**config.mk**
```make
export PLATFORM = sky130hd
export DESIGN_NAME = llc_proxy_q
export DESIGN_NICKNAME = d
export VERILOG_FILES = /design/src/rtl/llc_proxy_q.sv
export SDC_FILE = /design/constraint.sdc
export NUM_CORES = 2
export LEC_CHECK = 0
export CAP_MARGIN = 10
export CELL_PAD_IN_SITES_DETAIL_PLACEMENT = 1
export CELL_PAD_IN_SITES_GLOBAL_PLACEMENT = 2
export CORE_ASPECT_RATIO = 1.2
export CORE_MARGIN = 10
export CORE_UTILIZATION = 43
export DETAILED_ROUTE_END_ITERATION = 16
export PLACE_DENSITY = 0.82
export SETUP_SLACK_MARGIN = 0.3
export SYNTH_ARGS = -nofsm -noshare
export SYNTH_HDL_FRONTEND = slang
export SYNTH_SLANG_ARGS = --single-unit
```
**constraint.sdc**
```tcl
create_clock -name clk -period 3 [get_ports clk]
set_input_delay 0.45 -clock clk [delete_from_list [all_inputs] [get_ports clk]]
set_output_delay 0.45 -clock clk [all_outputs]
set_load 0.01 [all_outputs]
```
**src/rtl/llc_proxy_q.sv**
```systemverilog
// Multi-port behavioural LLC stand-in: per-port in-order FIFO that echoes each request after a fixed latency.
// Optional per-port request/stall counters are compiled in with `define LLC_PROXY_STATS_EN.
module llc_proxy_q #(
    parameter int N_PORTS = 4,
    parameter int DATA_W  = 64,
    parameter int DEPTH   = 4,
    parameter int LAT_W   = 4,
    parameter logic [N_PORTS*LAT_W-1:0] LAT_VEC = 16'h5032
) (
    input  logic                        clk,
    input  logic                        reset,
    input  logic [N_PORTS-1:0]          llc_so,
    output logic [N_PORTS-1:0]          llc_ro,
    input  logic [N_PORTS*DATA_W-1:0]   llc_do,
    output logic [N_PORTS-1:0]          llc_si_r,
    input  logic [N_PORTS-1:0]          llc_ri_r,
    output logic [N_PORTS*DATA_W-1:0]   llc_di_r,
    output logic [N_PORTS-1:0]          llc_busy
`ifdef LLC_PROXY_STATS_EN
    ,
    output logic [N_PORTS*16-1:0]       stat_req,
    output logic [N_PORTS*16-1:0]       stat_stall
`endif
);

    localparam int AW = $clog2(DEPTH);

    for (genvar p = 0; p < N_PORTS; p++) begin : g_port
        localparam logic [LAT_W-1:0] LAT = LAT_VEC[LAT_W*p +: LAT_W];

        logic [AW:0]         r_wr;
        logic [AW:0]         r_rd;
        logic [DATA_W-1:0]   r_last;
        logic [DATA_W-1:0]   w_memArr [DEPTH];
        logic [LAT_W-1:0]    w_cntArr [DEPTH];
        logic [AW-1:0]       w_headIdx;
        logic [AW-1:0]       w_tailIdx;
        logic                w_empty;
        logic                w_full;
        logic                w_push;
        logic                w_pop;

        assign w_headIdx = r_rd[AW-1:0];
        assign w_tailIdx = r_wr[AW-1:0];
        assign w_empty   = (r_wr == r_rd);
        assign w_full    = (w_tailIdx == w_headIdx) && (r_wr[AW] != r_rd[AW]);
        assign w_push    = llc_so[p] && !w_full;
        assign w_pop     = llc_si_r[p] && llc_ri_r[p];

        assign llc_ro[p]   = !w_full;
        assign llc_busy[p] = !w_empty;
        assign llc_si_r[p] = !w_empty && (w_cntArr[w_headIdx] == '0);
        // An empty queue presents the last popped payload rather than a stale slot.
        assign llc_di_r[DATA_W*p +: DATA_W] = w_empty ? r_last : w_memArr[w_headIdx];

        // Every slot counts down independently, so a queued entry ages while waiting behind the head.
        for (genvar e = 0; e < DEPTH; e++) begin : g_ent
            logic [DATA_W-1:0] r_mem;
            logic [LAT_W-1:0]  r_cnt;

            always_ff @(posedge clk or negedge reset) begin
                if (!reset) begin
                    r_mem <= '0;
                    r_cnt <= '0;
                end else if (w_push && (w_tailIdx == AW'(e))) begin
                    r_mem <= llc_do[DATA_W*p +: DATA_W];
                    r_cnt <= LAT;
                end else if (r_cnt != '0) begin
                    r_cnt <= r_cnt - LAT_W'(1);
                end
            end

            assign w_memArr[e] = r_mem;
            assign w_cntArr[e] = r_cnt;
        end

        always_ff @(posedge clk or negedge reset) begin
            if (!reset) begin
                r_wr   <= '0;
                r_rd   <= '0;
                r_last <= '0;
            end else begin
                if (w_push) begin
                    r_wr <= r_wr + (AW+1)'(1);
                end
                if (w_pop) begin
                    r_rd   <= r_rd + (AW+1)'(1);
                    r_last <= w_memArr[w_headIdx];
                end
            end
        end

`ifdef LLC_PROXY_STATS_EN
        logic [15:0] r_req;
        logic [15:0] r_stall;

        always_ff @(posedge clk or negedge reset) begin
            if (!reset) begin
                r_req   <= '0;
                r_stall <= '0;
            end else begin
                r_req   <= r_req + 16'(w_push);
                r_stall <= r_stall + 16'(llc_so[p] && w_full);
            end
        end

        assign stat_req[16*p +: 16]   = r_req;
        assign stat_stall[16*p +: 16] = r_stall;
`endif
    end

endmodule
```
==> metrics.txt <==
status=finished, violations left; violated checks=setup timing; source-to-sink clock delay at the later pin of the worst-skew pair=780 ps; fraction of layout instances using a drive strength above 1=0.579; worst setup margin=-225 ps; number of core rows=151; Hold/Removal Path Class=input port to async pin; Routed WL per cell=approximately 27 um; number of I/O pins=between 500 and 600; routed vias=37100; GR peak layer=met2; post-layout power=119 mW; PortBufs=533; post-route minimum period=3220 ps; number of warning messages in the yosys log=0; synthesized area per cell=16.1 um2; met3 Resource Use GR=0.0490; leading area contributor after synthesis=dfrtp_1; clock tree from TritonCTS=built; number of global-route vias before repair=roughly 42000; first-pass GRT wire length=265000 um; worst-case headroom to the max-slew limit=0.397; Final Hold Slack=between 200 and 300 ps; Antenna Nets Post-Route=0; WP buf/inv=5; number of flip-flops and latches in the synthesized netlist=1368; post-synthesis cell count=3801; maxcap violations=0; share of synthesized area occupied by flip-flops and latches=0.561; CP Capture Type=output pin; met2 demand-to-capacity share in global routing=0.383; number of different library cells in the post-synthesis netlist=42; grt met1 use=0.263; share of flip-flops with an asynchronous set or reset=1.00; # clock sinks=1368; CTS Buf Count=147; CP Data Required Time=2550 ps; DR vias/cell=5.53; remaining routing DRC violations=0; synthesized netlist net count=slightly above 4000; leading cell types by count after synthesis=mux2_2, dfrtp_1, mux4_2; Worst Clk Skew=35.1 ps; f_max=310 MHz; library cell with the highest instance count after synthesis=mux2_2; weighted congestion reported at the end of routability-driven placement=around 0.75; total overflow reported by the global router=0; critical-path cell list=buf_12, buf_12, buf_16, buf_6, mux4_2, mux2_4, buf_6; total length of routed wires=183000 um; Final Hold Vio Count=0; die area=158000 um2; largest driver fanout on the critical path=6; first drt pass iteration count=4; final count of negative-setup-slack endpoints=between 200 and 300; clock tree buffer depth=3; Starting Density=0.433; share of the core filled with cells in the final layout=0.576; number of DRC markers in iteration 0=1771; Pwr per Cell Area=roughly 1500 nW/um2; Post-Route Setup TNS=-31020 ps; leakage power=approximately 35 nW; critical path startpoint category=register; maximum number of pins on one net before global-route repair=97; share of Yosys cell area claimed by the top area cell type=0.561; synth top area cells=dfrtp_1, mux2_2, mux4_2; Crit path arrival time=2770 ps; Tcrit/Tclk final=1.07; slowest stage cell on the critical path=dfrtp_4; H-tree depth=4; Synth Cell Area=61100 um2; y dimension of the die=~430 um; class of the most critical setup path=register to output pin; clock root buffer=clkbuf_16; max incr delay on CP=570 ps; GRT Overall Usage=0.218; fin. max-slew vios=0; most frequently used flop master after synthesis=dfrtp_1; die outline width=364 um; HPWL after detailed placement=about 100000 um; Nets=just over 5000; RSZ-0062 raised after global routing=true; clock-pin slew of the registers on the worst-case setup and hold paths=60 ps; layout overhead on the synthesized area=33.0%; area inside the core boundary=141000 um2; Worst Max-Slew Pin Slew=between 900 and 1000 ps; worst IR drop on VDD=0.000960 V; EDFF count, synth=0; number of antenna violations at the first check in global routing=40; family with the most delay on the worst path=multiplexers
where the power goes:
part / switching (mW) / internal (mW)
combinational: 26.7 / 40.4
clock: 7.81 / 10.5
sequential: 5.56 / 28.1
total: 40.1 / 79.0
layout make-up:
class                      instances  area (um2)
timing repair buffer            1010       12600
multi-input combinational       2148       27000
clock inverter                    34         413
clock buffer                     233        4440
inverter                          46         175
fill                           12700       59900
sequential                      1368       34300
antenna                           21        52.6
tap                             1836        2300
repair_timing:
item,4_1_cts,5_1_grt
gates resized for setup,1541,481
endpoints found under the hold margin,60,0
gates cloned,37,19
hold buffers,1,0
endpoints found under the setup margin,289,462
buffers inserted,176,119
pin swaps,8,10
through the flow:
stage | cells | area [um2] | setup WS [ps]
3_3_place_gp | 6056 | 69600 | 128
6_report | 6696 | 81200 | -225
3_5_place_dp | 6056 | 69600 | 120
4_1_cts | 6537 | 78100 | -276
5_1_grt | 6694 | 81200 | -320
2_1_floorplan | 3801 | 61100 | 389
layout by cell type (no fill, tap or decap), drive strengths merged, types with 4 or more instances in the layout:
cell type,count
nand2b,18
or3,9
o31ai,4
a21oi,29
clkdlybuf4s50,264
clkbuf,257
xnor2,31
dfrtp,1368
nor2,39
a211oi,6
o21ai,12
nor2b,8
nand3,6
ha,40
nand2,44
diode,21
and2,8
or4,9
a221oi,8
mux2i,8
mux4,258
or3b,6
buf,717
or2,4
xor2,15
inv,58
clkinv,18
nand3b,13
mux2,1542
nor3b,4
nor3,14
registers in the layout, summed over array words and instances (netlist names):
signal and cells:
g_port.g_ent.r_mem 1024, g_port.r_last 256, g_port.g_ent.r_cnt 64, g_port.r_rd 12
g_port.r_wr 12
worst register-to-register path: cells and delay by family, from the launching register on:
kind	cells	cell delay [ps]
and+or+nand+nor	1	260
muxes	2	860
buffers and inverters	9	1270
DFF	1	560
final timing paths:
path | startpoint | endpoint | slack [ps] | depth (start not counted)
setup / recovery | g_port[1].r_rd[0] | llc_di_r[104] | -220 | 7
hold reg to reg | g_port[1].r_last[27] | g_port[1].r_last[27] | 480 | 1
setup reg to reg | g_port[2].r_rd[0] | g_port[2].r_last[20] | -70 | 12
min in group clk | llc_do[62] | g_port[0].g_ent[0].r_mem[62] | 380 | 2
max in group asynchronous | reset | g_port[1].g_ent[2].r_mem[2] | 1570 | 3
hold / removal | reset | g_port[2].g_ent[0].r_mem[13] | 280 | 2
metal layers:
metal  vias up  share of wire
met2       679           0.52
met5         -         0.0011
met1     20200           0.40
met3       294          0.046
li1      15900              -
met4        30          0.031
kinds of logic after synthesis:
| family | count (synthesis) | synth area share |
|---|---|---|
| muxes | 1808 | 0.381 |
| DFF | 1368 | 0.561 |
| buffers and inverters | 285 | 0.0208 |
| and+or+nand+nor | 188 | 0.0165 |
| AOI/OAI and AO/OA | 66 | 0.00664 |
| xor gates and xnor gates | 46 | 0.00660 |
| adders and majority gates | 40 | 0.00820 |
(Power assumes the default switching activity.)
